<file path="src/rtl/bif_dpath_lbd_addr_queue.sv">
// LBD address capture queue: edge-triggered captures of {PPN,CA} into a small FIFO,
// head presented on LBD under an active-low output enable, with a sticky overflow flag.
module bif_dpath_lbd_addr_queue #(
    parameter int unsigned PPN_W = 14,
    parameter int unsigned CA_W  = 10,
    parameter int unsigned DEPTH = 4
) (
    input  logic                             sysclk,
    input  logic                             sys_rst,
    input  logic                             ECREQ,
    input  logic [PPN_W-1:0]                 PPN,
    input  logic [CA_W-1:0]                  CA,
    input  logic                             EADR_n,
    input  logic                             ADR_ACK,
    input  logic                             CLR_OVF,
    output logic [PPN_W+CA_W-1:0]            LBD,
    output logic                             EMPTY,
    output logic                             FULL,
    output logic [$clog2(DEPTH+1)-1:0]       COUNT,
    output logic                             OVF
);

    localparam int unsigned LBD_W = PPN_W + CA_W;
    localparam int unsigned CNT_W = $clog2(DEPTH + 1);
    localparam int unsigned PTR_W = (DEPTH > 1) ? $clog2(DEPTH) : 1;

    logic [LBD_W-1:0] r_mem [DEPTH];
    logic [PTR_W-1:0] r_head;
    logic [PTR_W-1:0] r_tail;
    logic [CNT_W-1:0] r_count;
    logic             r_ovf;
    logic             r_ecreq_q;

    logic w_push;
    logic w_pop;
    logic w_wr;
    logic w_ovf_set;
    logic w_empty;
    logic w_full;

    assign w_empty   = (r_count == '0);
    assign w_full    = (r_count == CNT_W'(DEPTH));
    assign w_push    = ECREQ & ~r_ecreq_q;
    assign w_pop     = ADR_ACK & ~w_empty;
    // When full, a simultaneous pop frees the slot the push lands in.
    assign w_wr      = w_push & (~w_full | w_pop);
    assign w_ovf_set = w_push & w_full & ~w_pop;

    always_ff @(posedge sysclk) begin
        if (sys_rst) begin
            r_head    <= '0;
            r_tail    <= '0;
            r_count   <= '0;
            r_ovf     <= 1'b0;
            r_ecreq_q <= 1'b1;
        end else begin
            r_ecreq_q <= ECREQ;
            if (w_wr) begin
                r_tail <= r_tail + PTR_W'(1);
            end
            if (w_pop) begin
                r_head <= r_head + PTR_W'(1);
            end
            case ({w_wr, w_pop})
                2'b10:   r_count <= r_count + CNT_W'(1);
                2'b01:   r_count <= r_count - CNT_W'(1);
                default: r_count <= r_count;
            endcase
            r_ovf <= w_ovf_set | (r_ovf & ~CLR_OVF);
        end
    end

    // Entry storage is never reset; validity is tracked by the pointers and count.
    always_ff @(posedge sysclk) begin
        if (!sys_rst && w_wr) begin
            r_mem[r_tail] <= {PPN, CA};
        end
    end

    assign LBD   = (!EADR_n && !w_empty) ? r_mem[r_head] : '0;
    assign EMPTY = w_empty;
    assign FULL  = w_full;
    assign COUNT = r_count;
    assign OVF   = r_ovf;

endmodule
</file>
<file path="config.mk">
export PLATFORM = sky130hd
export DESIGN_NAME = bif_dpath_lbd_addr_queue
export DESIGN_NICKNAME = d
export VERILOG_FILES = /design/src/rtl/bif_dpath_lbd_addr_queue.sv
export SDC_FILE = /design/constraint.sdc
export NUM_CORES = 1
export LEC_CHECK = 0
export ABC_AREA = 1
export CORE_ASPECT_RATIO = 1.1
export CORE_UTILIZATION = 54
export DETAILED_ROUTE_END_ITERATION = 16
export PLACE_DENSITY = 0.89
export SYNTH_ARGS = -nofsm -noshare
export SYNTH_HDL_FRONTEND = slang
export SYNTH_SLANG_ARGS = --single-unit
</file>
<file path="constraint.sdc">
create_clock -name sysclk -period 2.4 [get_ports sysclk]
set_input_delay 0.24 -clock sysclk [delete_from_list [all_inputs] [get_ports sysclk]]
set_output_delay 0.24 -clock sysclk [all_outputs]
set_load 0.01 [all_outputs]
</file>
* After elaboration in Yosys (flattened, before gate mapping) *
Memory sizes are Yosys's and may differ from the RTL's. A register that Yosys moved wholly into a read port is not among the register bits.
Index checks and enable logic that the tools add are counted.

cells by class
  $add $sub $neg = 4
  $mul = 0
  div/mod/pow operators = 0
  order comparisons = 0
  equal/unequal tests = 3
  shifts and indexed selects = 0
  mux-type cells = 6
  bitwise logic cells = 13
  reduce and logical (&&, ||, !) cells = 7

operators with widths
  operator                                             count
  2-to-1 mux 24 bit                                    1
  bitwise AND 1 bit                                    6
  case mux 3 bit (2 select lines)                      1
  inverter 1 bit                                       5
  adder 2 x 1 -> 2 bit, second input constant          2
  2-to-1 mux 2 bit                                     2
  adder 3 x 1 -> 3 bit, second input constant          1
  equality test 3 bit, second input constant           1
  zero test 1 bit                                      3
  zero test 3 bit                                      1
  subtractor 3 x 1 -> 3 bit, second input constant     1
  equality test 2 x 1 -> 1 bit, second input constant  1
  equality test 2 bit, second input constant           1
  logical AND 1 bit                                    2
  2-to-1 mux 1 bit                                     2
  bitwise OR 1 bit                                     2
  nonzero test 2 bit                                   1

storage, ports and cells
  flip-flop bits (word level) = 9
  bits in latches = 0
  RAM bits = 96
  bits in read-only memories = 0
  input bits = 30
  output and inout port bits = 30
  word-level logic and storage cells = 39
  memories kept = 1

memories
  name   depth  bits a word  read ports  clocked after memory_dff  write ports  RTL line  source
  r_mem  4      24           1           1                         1            27        logic [LBD_W-1:0] r_mem [DEPTH];

* Longest topological paths before layout *
Gate-level depths: netlist of run 1.

  word-level depth = 8
  mapped depth = 9
  mapped depth without buffers = 9

* Worst setup path before layout of run 1 *
OpenSTA, ideal clock, no wires.

  kind = reg2reg
  from = register r_count[1], in the netlist COUNT[1]
  to = memory r_mem[0][0] (netlist name) (enable)
  library setup time = 0.405 ns
  arrival time = 1.880 ns
  required time = 1.995 ns
  setup slack = 0.115 ns
  stages on the path, launching flop included = 7
  buffers on the path = 0
  clock period less this slack = 2.285 ns
  cell sequence = dfxtp_1 nor2_2 nand2_1 inv_2 nand2_1 nand3_1 nor2_1

on the way
  elaborated cells between the ends (all ways) = 10
  classes of those cells = eq/ne: 1; mux: 2; bitwise: 5; reduce/logical: 2

RTL lines
  what                                    RTL line  source
  start: declaration                      30        logic [CNT_W-1:0] r_count;
  start signal: assignment                65        2'b10: r_count <= r_count + CNT_W'(1);
  start signal: assignment                66        2'b01: r_count <= r_count - CNT_W'(1);
  start signal: assignment                67        default: r_count <= r_count;
  equality test 3 bit                     42        assign w_full = (r_count == CNT_W'(DEPTH));
  net FULL                                18        output logic FULL,
  inverter 1 bit                          46        assign w_wr = w_push & (~w_full | w_pop);
  bitwise OR 1 bit                        46
  bitwise AND 1 bit                       46
  logical AND 1 bit                       75        if (!sys_rst && w_wr) begin
  2-to-1 mux 1 bit                        75
  2-to-1 mux 1 bit (implied by the code)  76        r_mem[r_tail] <= {PPN, CA};
  end: declaration                        27

The timed path passes the listed nets, and every way through them passes these cells.

* Final worst setup path of run 1 *
  from = register r_count[2], in the netlist COUNT[2]
  to = output port LBD[0]

on the way
  longest elaborated chain between the ends = 4

RTL lines
  what               RTL line  source
  zero test 3 bit    41        assign w_empty = (r_count == '0);
  zero test 1 bit    80        assign LBD = (!EADR_n && !w_empty) ? r_mem[r_head] : '0;
  logical AND 1 bit  80
  2-to-1 mux 24 bit  80
  end: declaration   16        output logic [PPN_W+CA_W-1:0] LBD,

Every way passes these cells.

==> results.sh, run 1 <==
export IMPL_die_h_um=96.3
export IMPL_routed_via_count=2873
export IMPL_drive_above_1_share_pct=14.8
export IMPL_drt_iter0_drc=209
export IMPL_die_area_um2=8440
export IMPL_fin_cells=540
export IMPL_cts_htree_levels=3
export IMPL_slew_violations=0
export IMPL_drt_first_pass_iters=5
export IMPL_ios=60
export IMPL_wl_per_cell_um=16.2
export IMPL_drc=0
export IMPL_diodes=0
export IMPL_clockBufferDepth=2
export IMPL_synth_area_leaders="edfxtp_1 66%, nor2_1 8.8%, dfxtp_1 5.0%"
export IMPL_cts_inserted_buffers=9
export IMPL_nNetsFinal=462
export IMPL_cts_sinks=107
export IMPL_status="complete, no violations"
export IMPL_finalHoldViolCount=0
export IMPL_path_cells="inv_2 > nand2_4 > inv_2 > or2_1 > buf_6 > a21oi_1 > clkdlybuf4s50_1"
export IMPL_peakVddDrop_mv=0.598
export IMPL_grt_ovfl_total=0
export IMPL_worstSetupPathType="flip-flop to output port"
export IMPL_critPathMaxFanout=20
export IMPL_die_w_um=87.7
export IMPL_synth_net_count=396
export IMPL_synth_edf_count=96
export IMPL_post_synth_top_area_cell="edfxtp_1"
export IMPL_crit_path_start_kind="flip-flop"
export IMPL_dp_cells=524
export IMPL_grt_total_usage_pct=22.2
export IMPL_fin_crit_sh_pct=95.4
export IMPL_max_freq_ghz=0.437
export IMPL_drt_total_wl_mm=8.73
export IMPL_io_buffers=59
export IMPL_worst_pin_slew_ns=0.474
export IMPL_place_congestion=0.772
export IMPL_ys_flop_type="edfxtp_1"
export IMPL_cts_tree="built"
export IMPL_critPathRequiredTime_ns=2.16
export IMPL_grt_max_degree=29
export IMPL_grt_pass1_wl_mm=13.6
export IMPL_r2r_slack_ns=0.72
export IMPL_max_stage_delay_ns=0.55
export IMPL_min_path_type="input port to flip-flop"
export IMPL_cp_common_cell="inv_2"
export IMPL_antenna_found_initial=0
export IMPL_slew_headroom_pct=68.4
export IMPL_dpl_hpwl_mm=5.68
export IMPL_fin_util_pct=67.4
export IMPL_p_per_area_nw_per_um2=825
export IMPL_end_kind="output port"
export IMPL_syn_avg_cell_area_um2=12.1
export IMPL_vias_per_cell=5.32
export IMPL_ys_warn_count=0
export IMPL_synth_distinct_cells=23
export IMPL_arrival_ns=2.05
export IMPL_floorplan_initialDensity_pct=55.4
export IMPL_syn_inst=361
export IMPL_first_global_vias=2866
export IMPL_skew_ns=0.0162
export IMPL_post_cts_buffers=0
export IMPL_area_growth_pct=21.6
export IMPL_syn_area_um2=4360
export IMPL_leakagePower_nw=1.82
export IMPL_setup_violations=0
export IMPL_crit_slowest_cell="clkdlybuf4s50_1"
export IMPL_post_route_min_period_ns=2.29
export IMPL_clkTransAtPathRegs_ns=0.10
export IMPL_core_um2=7870
export IMPL_fillers=567
export IMPL_synth_top_cell_area_share_pct=66.1
export IMPL_async_flop_share_pct=0
export IMPL_postRouteAntennaNets=0
export IMPL_clock_latency_ns=0.36
export IMPL_drv_cap=0
export IMPL_num_rows=34
export IMPL_ys_ff_latch=107
export IMPL_root_buffer="clkbuf_8"
export IMPL_synth_seq_area_share_pct=71.1
## worst max-delay path, delay by kind of cell, from the launching register on
kind                   cells  cell delay [ns]
buffers and inverters      4             0.86
DFF                        1             0.37
and+or+nand+nor            2             0.32
AOI/OAI and AO/OA          1             0.15
## registers in the layout (all words and copies together), names as in the netlist, named ones only
signal and flops:
r_mem 96, COUNT 3, r_head 2, r_tail 2, OVF 1, r_ecreq_q 1
## cells in the final DEF, fill, tap and decap left out, types with 2 or more instances in the layout
cell	count
nor2_1	98
edfxtp_1	96
clkdlybuf4s50_1	58
o21ai_0	30
o21ai_1	23
a21oi_2	20
inv_1	16
a21oi_1	12
nand2_1	10
buf_4	10
clkbuf_8	9
dfxtp_1	7
nand3_1	6
nor2_2	5
dfxtp_2	4
inv_2	4
ha_1	4
buf_6	3
nand4_1	2
inv_8	2
clkinvlp_4	2
## Yosys cell counts (2+ instances only)
| library cell | number |
|---|---|
| a21oi_1 | 12 |
| a21oi_2 | 20 |
| buf_2 | 6 |
| buf_4 | 3 |
| buf_6 | 3 |
| clkbuf_1 | 6 |
| dfxtp_1 | 11 |
| edfxtp_1 | 96 |
| ha_1 | 4 |
| inv_1 | 16 |
| inv_2 | 5 |
| nand2_1 | 10 |
| nand3_1 | 6 |
| nand4_1 | 2 |
| nor2_1 | 102 |
| o21ai_0 | 30 |
| o21ai_1 | 23 |
## final cells by class
cell class | count | area, µm² | share of cell area (%)
clock buffer | 10 | 128 | 2.41
clock inverter | 6 | 50.0 | 0.943
inverter | 21 | 81.3 | 1.53
multi-input combinational | 215 | 1080 | 20.4
sequential | 107 | 3110 | 58.6
tap | 108 | 135 | 2.55
timing repair buffer | 73 | 722 | 13.6
## final timing paths
kind,from,end,depth (start not counted)
worst max register to register,COUNT[1]$_SDFFE_PP0P_,r_mem[1][4]$_DFFE_PP_,7
worst max-delay path,COUNT[2]$_SDFFE_PP0P_,LBD[0],7
worst min-delay path,ECREQ,r_ecreq_q$_SDFF_PP1_,2
worst min register to register,OVF$_SDFF_PP0_,OVF$_SDFF_PP0_,2
## where the power goes
group	switching (W)	total, W	internal, W
clock	0.000599	0.000989	0.000391
sequential	0.0000457	0.00213	0.00208
combinational	0.000715	0.00126	0.000547
total	0.00136	0.00438	0.00302
## cells by family after synthesis
logic type	after synthesis	share of synthesized area, %
flip-flops	107	71.1
AO/OA/AOI/OAI	86	11.6
adder cells (fa/ha/maj)	5	1.61
AND/OR/NAND/NOR	124	11.3
buffers and inverters	39	4.30
## through the flow
step | setup TNS [ns] | hold slack [ns] | area [µm²] | setup slack, ns | total power [W]
2_1_floorplan | 0 | 0.309 | 4360 | 0.115 | 0.00291
6_report | 0 | 0.481 | 5310 | 0.110 | 0.00438
5_1_grt | -0.00185 | 0.497 | 5310 | -0.00185 | 0.00460
3_3_place_gp | 0 | 0.455 | 5110 | 0.362 | 0.00336
3_5_place_dp | 0 | 0.467 | 5110 | 0.310 | 0.00341
4_1_cts | 0 | 0.468 | 5290 | 0.0308 | 0.00438
## per-layer routing
layer  GRT usage, %  vias up  part of all wire [%]
li1               -     1378                     -
met3           5.06        9                   5.3
met2           39.3       91                    54
met1           26.7     1395                    39
met5              0        -                     0
met4           7.65        0                   1.1
## what timing repair did
action,CTS,global route
gates resized for setup,1,8
endpoints found under the setup margin,3,21
pin swaps,0,0
hold endpoints to repair,0,0
hold buffers,0,0
(Power assumes the default switching activity.)
==> run 2: changes to the inputs <==
--- a/config.mk
+++ b/config.mk
@@ -10,6 +10,7 @@
 export CORE_UTILIZATION = 54
 export DETAILED_ROUTE_END_ITERATION = 16
 export PLACE_DENSITY = 0.89
+export REMOVE_ABC_BUFFERS = 1
 export SYNTH_ARGS = -nofsm -noshare
 export SYNTH_HDL_FRONTEND = slang
 export SYNTH_SLANG_ARGS = --single-unit
==> results.sh, run 2 (same netlist as run 1, synthesis figures left out) <==
export IMPL_clkTransAtPathRegs_ns=0.09
export IMPL_max_freq_ghz=0.434
export IMPL_fin_area_um2=5300
export IMPL_cts_tree="built"
export IMPL_fin_crit_sh_pct=95.9
export IMPL_final_cell_mix="98 x nor2_1, 96 x edfxtp_1, 56 x clkdlybuf4s50_1"
export IMPL_hold_ws_ns=0.480
export IMPL_ios=60
export IMPL_grt_pass1_wl_mm=12.9
export IMPL_grt_ovfl_total=0
export IMPL_postCtsHoldBufs=0
export IMPL_critPathMaxFanout=24
export IMPL_cts_inserted_buffers=9
export IMPL_routed_via_count=2824
export IMPL_grt_setup_unrepaired="false"
export IMPL_clockBufferDepth=2
export IMPL_rr_startpoint="COUNT[1]$_SDFFE_PP0P_"
export IMPL_die_area_um2=8440
export IMPL_dpl_hpwl_mm=5.17
export IMPL_largest_register_ff_count=96
export IMPL_top_register="r_mem"
export IMPL_end_kind="output port"
export IMPL_min_path_type="flip-flop to flip-flop"
export IMPL_post_route_min_period_ns=2.30
export IMPL_postRouteAntennaNets=0
export IMPL_postCtsResizedCells=1
export IMPL_wl_per_cell_um=14.8
export IMPL_r2r_slack_ns=0.66
export IMPL_fin_setup_tns_ns=0
export IMPL_floorplan_initialDensity_pct=55.4
export IMPL_vias_per_cell=5.23
export IMPL_root_buffer="clkbuf_8"
export IMPL_worstHoldStart="OVF$_SDFF_PP0_"
export IMPL_arrival_ns=2.06
export IMPL_critPathRequiredTime_ns=2.16
export IMPL_worst_slack_ns=0.0980
export IMPL_final_common_cell="nor2_1"
export IMPL_drt_iter0_drc=181
export IMPL_setup_worst_path_start="COUNT[2]$_SDFFE_PP0P_"
export IMPL_drt_total_wl_mm=8.00
export IMPL_die_h_um=96.3
export IMPL_grt_total_usage_pct=21.1
export IMPL_io_buffers=59
export IMPL_place_area_um2=5120
export IMPL_diodes=0
export IMPL_num_rows=34
export IMPL_antenna_found_initial=0
export IMPL_core_um2=7870
export IMPL_drc=0
export IMPL_slew_headroom_pct=68.2
export IMPL_first_global_vias=2804
export IMPL_grt_max_degree=31
export IMPL_finalHoldViolCount=0
export IMPL_status="complete, no violations"
export IMPL_place_ws_ns=0.284
export IMPL_worstSetupPathType="flip-flop to output port"
export IMPL_place_congestion=0.768
export IMPL_cts_htree_levels=3
export IMPL_leakagePower_nw=1.84
export IMPL_clock_latency_ns=0.35
export IMPL_peakVddDrop_mv=0.547
export IMPL_drt_first_pass_iters=5
export IMPL_drv_cap=0
export IMPL_cts_sinks=107
export IMPL_crit_path_start_kind="flip-flop"
export IMPL_slew_violations=0
export IMPL_skew_ns=0.00452
export IMPL_total_power_w=0.00426
export IMPL_drive_above_1_share_pct=14.1
export IMPL_setup_violations=0
export IMPL_post_cts_buffers=0
export IMPL_worst_pin_slew_ns=0.476
export IMPL_area_growth_pct=21.5
export IMPL_nNetsFinal=462
export IMPL_die_w_um=87.7
export IMPL_p_per_area_nw_per_um2=804
[run 2: cell types whose count changed in the layout (fill, tap and decap cells not counted), sizes merged]
| cell | previous run | this run |
|---|---|---|
| clkbuf | 10 | 11 |
| clkdlybuf4s50 | 58 | 56 |
| inv | 23 | 21 |
| clkinvlp | 2 | 3 |
| dlymetal6s2s | 1 | 3 |
[run 2: power breakdown]
| part | leakage, nW | switching [W] | total, W | internal, W |
|---|---|---|---|---|
| Combinational | 0.813 | 0.000702 | 0.00124 | 0.000536 |
| Sequential | 0.956 | 0.0000423 | 0.00212 | 0.00208 |
| Clock | 0.0706 | 0.000534 | 0.000905 | 0.000371 |
| Total | 1.84 | 0.00128 | 0.00426 | 0.00299 |
[run 2: per-layer routing]
layer  share of wire [%]  global-route usage [%]  up-vias  routed length (µm)
li1                    -                       -     1387                   -
met1                  39                    24.5     1332                3140
met2                  53                    36.3       85                4250
met3                 5.4                    3.69       20                 430
met4                 2.3                    13.5        0                 183
met5                   0                       0        -                   0
[run 2: worst paths after layout]
path | cells past startpoint | to
max | 7 | LBD[12]
min reg2reg | 2 | OVF$_SDFF_PP0_
max reg2reg | 7 | r_mem[1][17]$_DFFE_PP_
min | 2 | OVF$_SDFF_PP0_
[run 2: critical path: stages, from the launching register on]
cell             delay (ns)
dfxtp_1                0.39
inv_2                  0.08
nand2_4                0.08
inv_2                  0.03
or2_1                  0.21
buf_6                  0.20
a21oi_2                0.14
clkdlybuf4s50_1        0.56
[run 2: per-stage QoR]
step | utilization (%) | cells
6_report | 67.4 | 540
5_1_grt | 67.4 | 540
4_1_cts | 67.2 | 540
3_5_place_dp | 65.1 | 524
3_3_place_gp | 65.1 | 524
2_1_floorplan | - | 343
[run 2: area by class of cell]
class / count / area (µm²)
clock buffer: 11 / 131
clock inverter: 5 / 30.0
fill: 557 / 2570
inverter: 21 / 81.3
multi-input combinational: 215 / 1080
sequential: 107 / 3110
tap: 108 / 135
timing repair buffer: 73 / 736
==> run 3: changes to the inputs <==
--- a/config.mk
+++ b/config.mk
@@ -6,10 +6,12 @@
 export NUM_CORES = 1
 export LEC_CHECK = 0
 export ABC_AREA = 1
+export CAP_MARGIN = 20
 export CORE_ASPECT_RATIO = 1.1
-export CORE_UTILIZATION = 54
+export CORE_UTILIZATION = 55
+export CTS_BUF_LIST = sky130_fd_sc_hd__clkbuf_8
 export DETAILED_ROUTE_END_ITERATION = 16
-export PLACE_DENSITY = 0.89
+export PLACE_DENSITY = 0.9
 export REMOVE_ABC_BUFFERS = 1
 export SYNTH_ARGS = -nofsm -noshare
 export SYNTH_HDL_FRONTEND = slang
==> results.sh, run 3 (same netlist as run 1, synthesis figures left out) <==
export IMPL_status="complete, no violations"
export IMPL_arrival_ns=2.08
export IMPL_leakagePower_nw=1.92
export IMPL_fin_crit_sh_pct=96.5
export IMPL_top_register="r_mem"
export IMPL_place_congestion=0.759
export IMPL_antenna_found_initial=0
export IMPL_crit_slowest_cell="clkdlybuf4s50_1"
export IMPL_min_path_type="input port to flip-flop"
export IMPL_ios=60
export IMPL_rr_startpoint="COUNT[0]$_SDFFE_PP0P_"
export IMPL_drt_total_wl_mm=8.80
export IMPL_clockBufferDepth=2
export IMPL_clock_latency_ns=0.37
export IMPL_setup_violations=0
export IMPL_core_um2=7560
export IMPL_cts_htree_levels=3
export IMPL_crit_path_start_kind="flip-flop"
export IMPL_first_global_vias=2840
export IMPL_worst_pin_slew_ns=0.379
export IMPL_max_freq_ghz=0.432
export IMPL_die_h_um=95.4
export IMPL_crit_end="LBD[18]"
export IMPL_grt_total_usage_pct=22.9
export IMPL_post_route_min_period_ns=2.32
export IMPL_largest_register_ff_count=96
export IMPL_final_cell_mix="98 x nor2_1, 96 x edfxtp_1, 54 x clkdlybuf4s50_1"
export IMPL_multi_input_area_um2=1080
export IMPL_wl_per_cell_um=16.3
export IMPL_cts_sinks=107
export IMPL_drt_first_pass_iters=4
export IMPL_place_area_um2=5120
export IMPL_critPathRequiredTime_ns=2.16
export IMPL_fillers=478
export IMPL_critPathMaxFanout=24
export IMPL_worst_slack_ns=0.0837
export IMPL_finalHoldViolCount=0
export IMPL_die_w_um=86.9
export IMPL_num_rows=33
export IMPL_cp_common_cell="inv_2"
export IMPL_skew_ns=0.00852
export IMPL_regArea_um2=3110
export IMPL_vias_per_cell=5.34
export IMPL_io_buffers=59
export IMPL_setup_worst_path_start="COUNT[2]$_SDFFE_PP0P_"
export IMPL_drv_cap=0
export IMPL_end_kind="output port"
export IMPL_fin_setup_tns_ns=0
export IMPL_grt_pass1_wl_mm=13.6
export IMPL_p_per_area_nw_per_um2=835
export IMPL_max_stage_delay_ns=0.56
export IMPL_floorplan_initialDensity_pct=57.7
export IMPL_area_growth_pct=23.3
export IMPL_cts_tree="built"
export IMPL_grt_max_degree=35
export IMPL_routed_via_count=2878
export IMPL_fin_area_um2=5380
export IMPL_final_common_cell="nor2_1"
export IMPL_die_area_um2=8290
export IMPL_root_buffer="clkbuf_8"
export IMPL_place_ws_ns=0.275
export IMPL_drive_above_1_share_pct=15.7
export IMPL_worstSetupPathType="flip-flop to output port"
export IMPL_path_cells="inv_2 > nand2_4 > inv_2 > or2_1 > buf_6 > a21oi_2 > clkdlybuf4s50_1"
export IMPL_slew_headroom_pct=74.7
export IMPL_slew_violations=0
export IMPL_drc=0
export IMPL_drt_iter0_drc=181
export IMPL_dpl_hpwl_mm=5.60
export IMPL_rr_endpoint="r_mem[3][18]$_DFFE_PP_"
export IMPL_nNetsFinal=464
export IMPL_diodes=0
export IMPL_grt_ovfl_total=0
export IMPL_cts_inserted_buffers=9
export IMPL_grt_setup_unrepaired="false"
export IMPL_total_power_w=0.00449
export IMPL_peakVddDrop_mv=0.805
export IMPL_postRouteAntennaNets=0
export IMPL_ff2ff_path_depth=7
export IMPL_r2r_slack_ns=0.53
export IMPL_clkTransAtPathRegs_ns=0.09
run 3: changes by cell type in the layout (fill, tap and decap cells not counted), sizes merged:
cell / change
buf: +2
bufinv: +1
clkbuf: -2
clkdlybuf4s50: -2
clkinv: +2
clkinvlp: -1
dlymetal6s2s: +2
run 3: cell type report:
cell class / instances / share of cell area, %
sequential: 107 / 57.9
multi-input combinational: 215 / 20.1
timing repair buffer: 75 / 14.5
tap: 105 / 2.44
clock buffer: 9 / 2.30
inverter: 21 / 1.56
clock inverter: 7 / 1.28
run 3: worst min path at each step:
stage | slack, ns | end | from | depth (start not counted)
after floorplan | 0.31 | COUNT[0]$_SDFFE_PP0P_ | sys_rst | 1
after detailed placement | 0.47 | OVF$_SDFF_PP0_ | OVF$_SDFF_PP0_ | 2
final | 0.46 | r_ecreq_q$_SDFF_PP1_ | ECREQ | 2
after global routing | 0.49 | r_mem[3][9]$_DFFE_PP_ | CA[9] | 1
after CTS | 0.44 | r_ecreq_q$_SDFF_PP1_ | ECREQ | 2
after global placement | 0.46 | r_head[1]$_SDFFE_PP0P_ | r_head[1]$_SDFFE_PP0P_ | 2
run 3: critical path, delay by kind of cell, from the launching register on:
kind / cells / cell delay, ns
AO/OA/AOI/OAI: 1 / 0.15
buffers and inverters: 4 / 0.86
flip-flops: 1 / 0.38
AND/OR/NAND/NOR: 2 / 0.29
run 3: through the flow:
step           hold WS [ns]  util (%)  cells
2_1_floorplan         0.309         -    343
3_3_place_gp          0.456      67.8    520
3_5_place_dp          0.470      67.8    520
4_1_cts               0.441      70.5    536
5_1_grt               0.488      71.2    539
6_report              0.455      71.2    539
run 3: where the power goes:
group / switching (W) / internal, W / leakage [nW] / total [W]
sequential: 0.0000632 / 0.00208 / 0.957 / 0.00214
combinational: 0.000713 / 0.000566 / 0.868 / 0.00128
clock: 0.000587 / 0.000478 / 0.0950 / 0.00107
total: 0.00136 / 0.00312 / 1.92 / 0.00449
run 3: per-layer routing:
metal,share of wire [%],vias to the layer above,track usage (%)
li1,-,1388,-
met1,41,1381,27.8
met2,51,97,38.7
met3,6.1,12,6.93
met4,1.5,0,8.47
met5,0,-,0
run 3: what timing repair did:
| item | 4_1_cts | 5_1_grt |
|---|---|---|
| gates cloned | 0 | 0 |
| hold buffers | 0 | 0 |
| gates resized for setup | 6 | 9 |
| setup buffers | 0 | 3 |
| setup endpoints to repair | 23 | 24 |
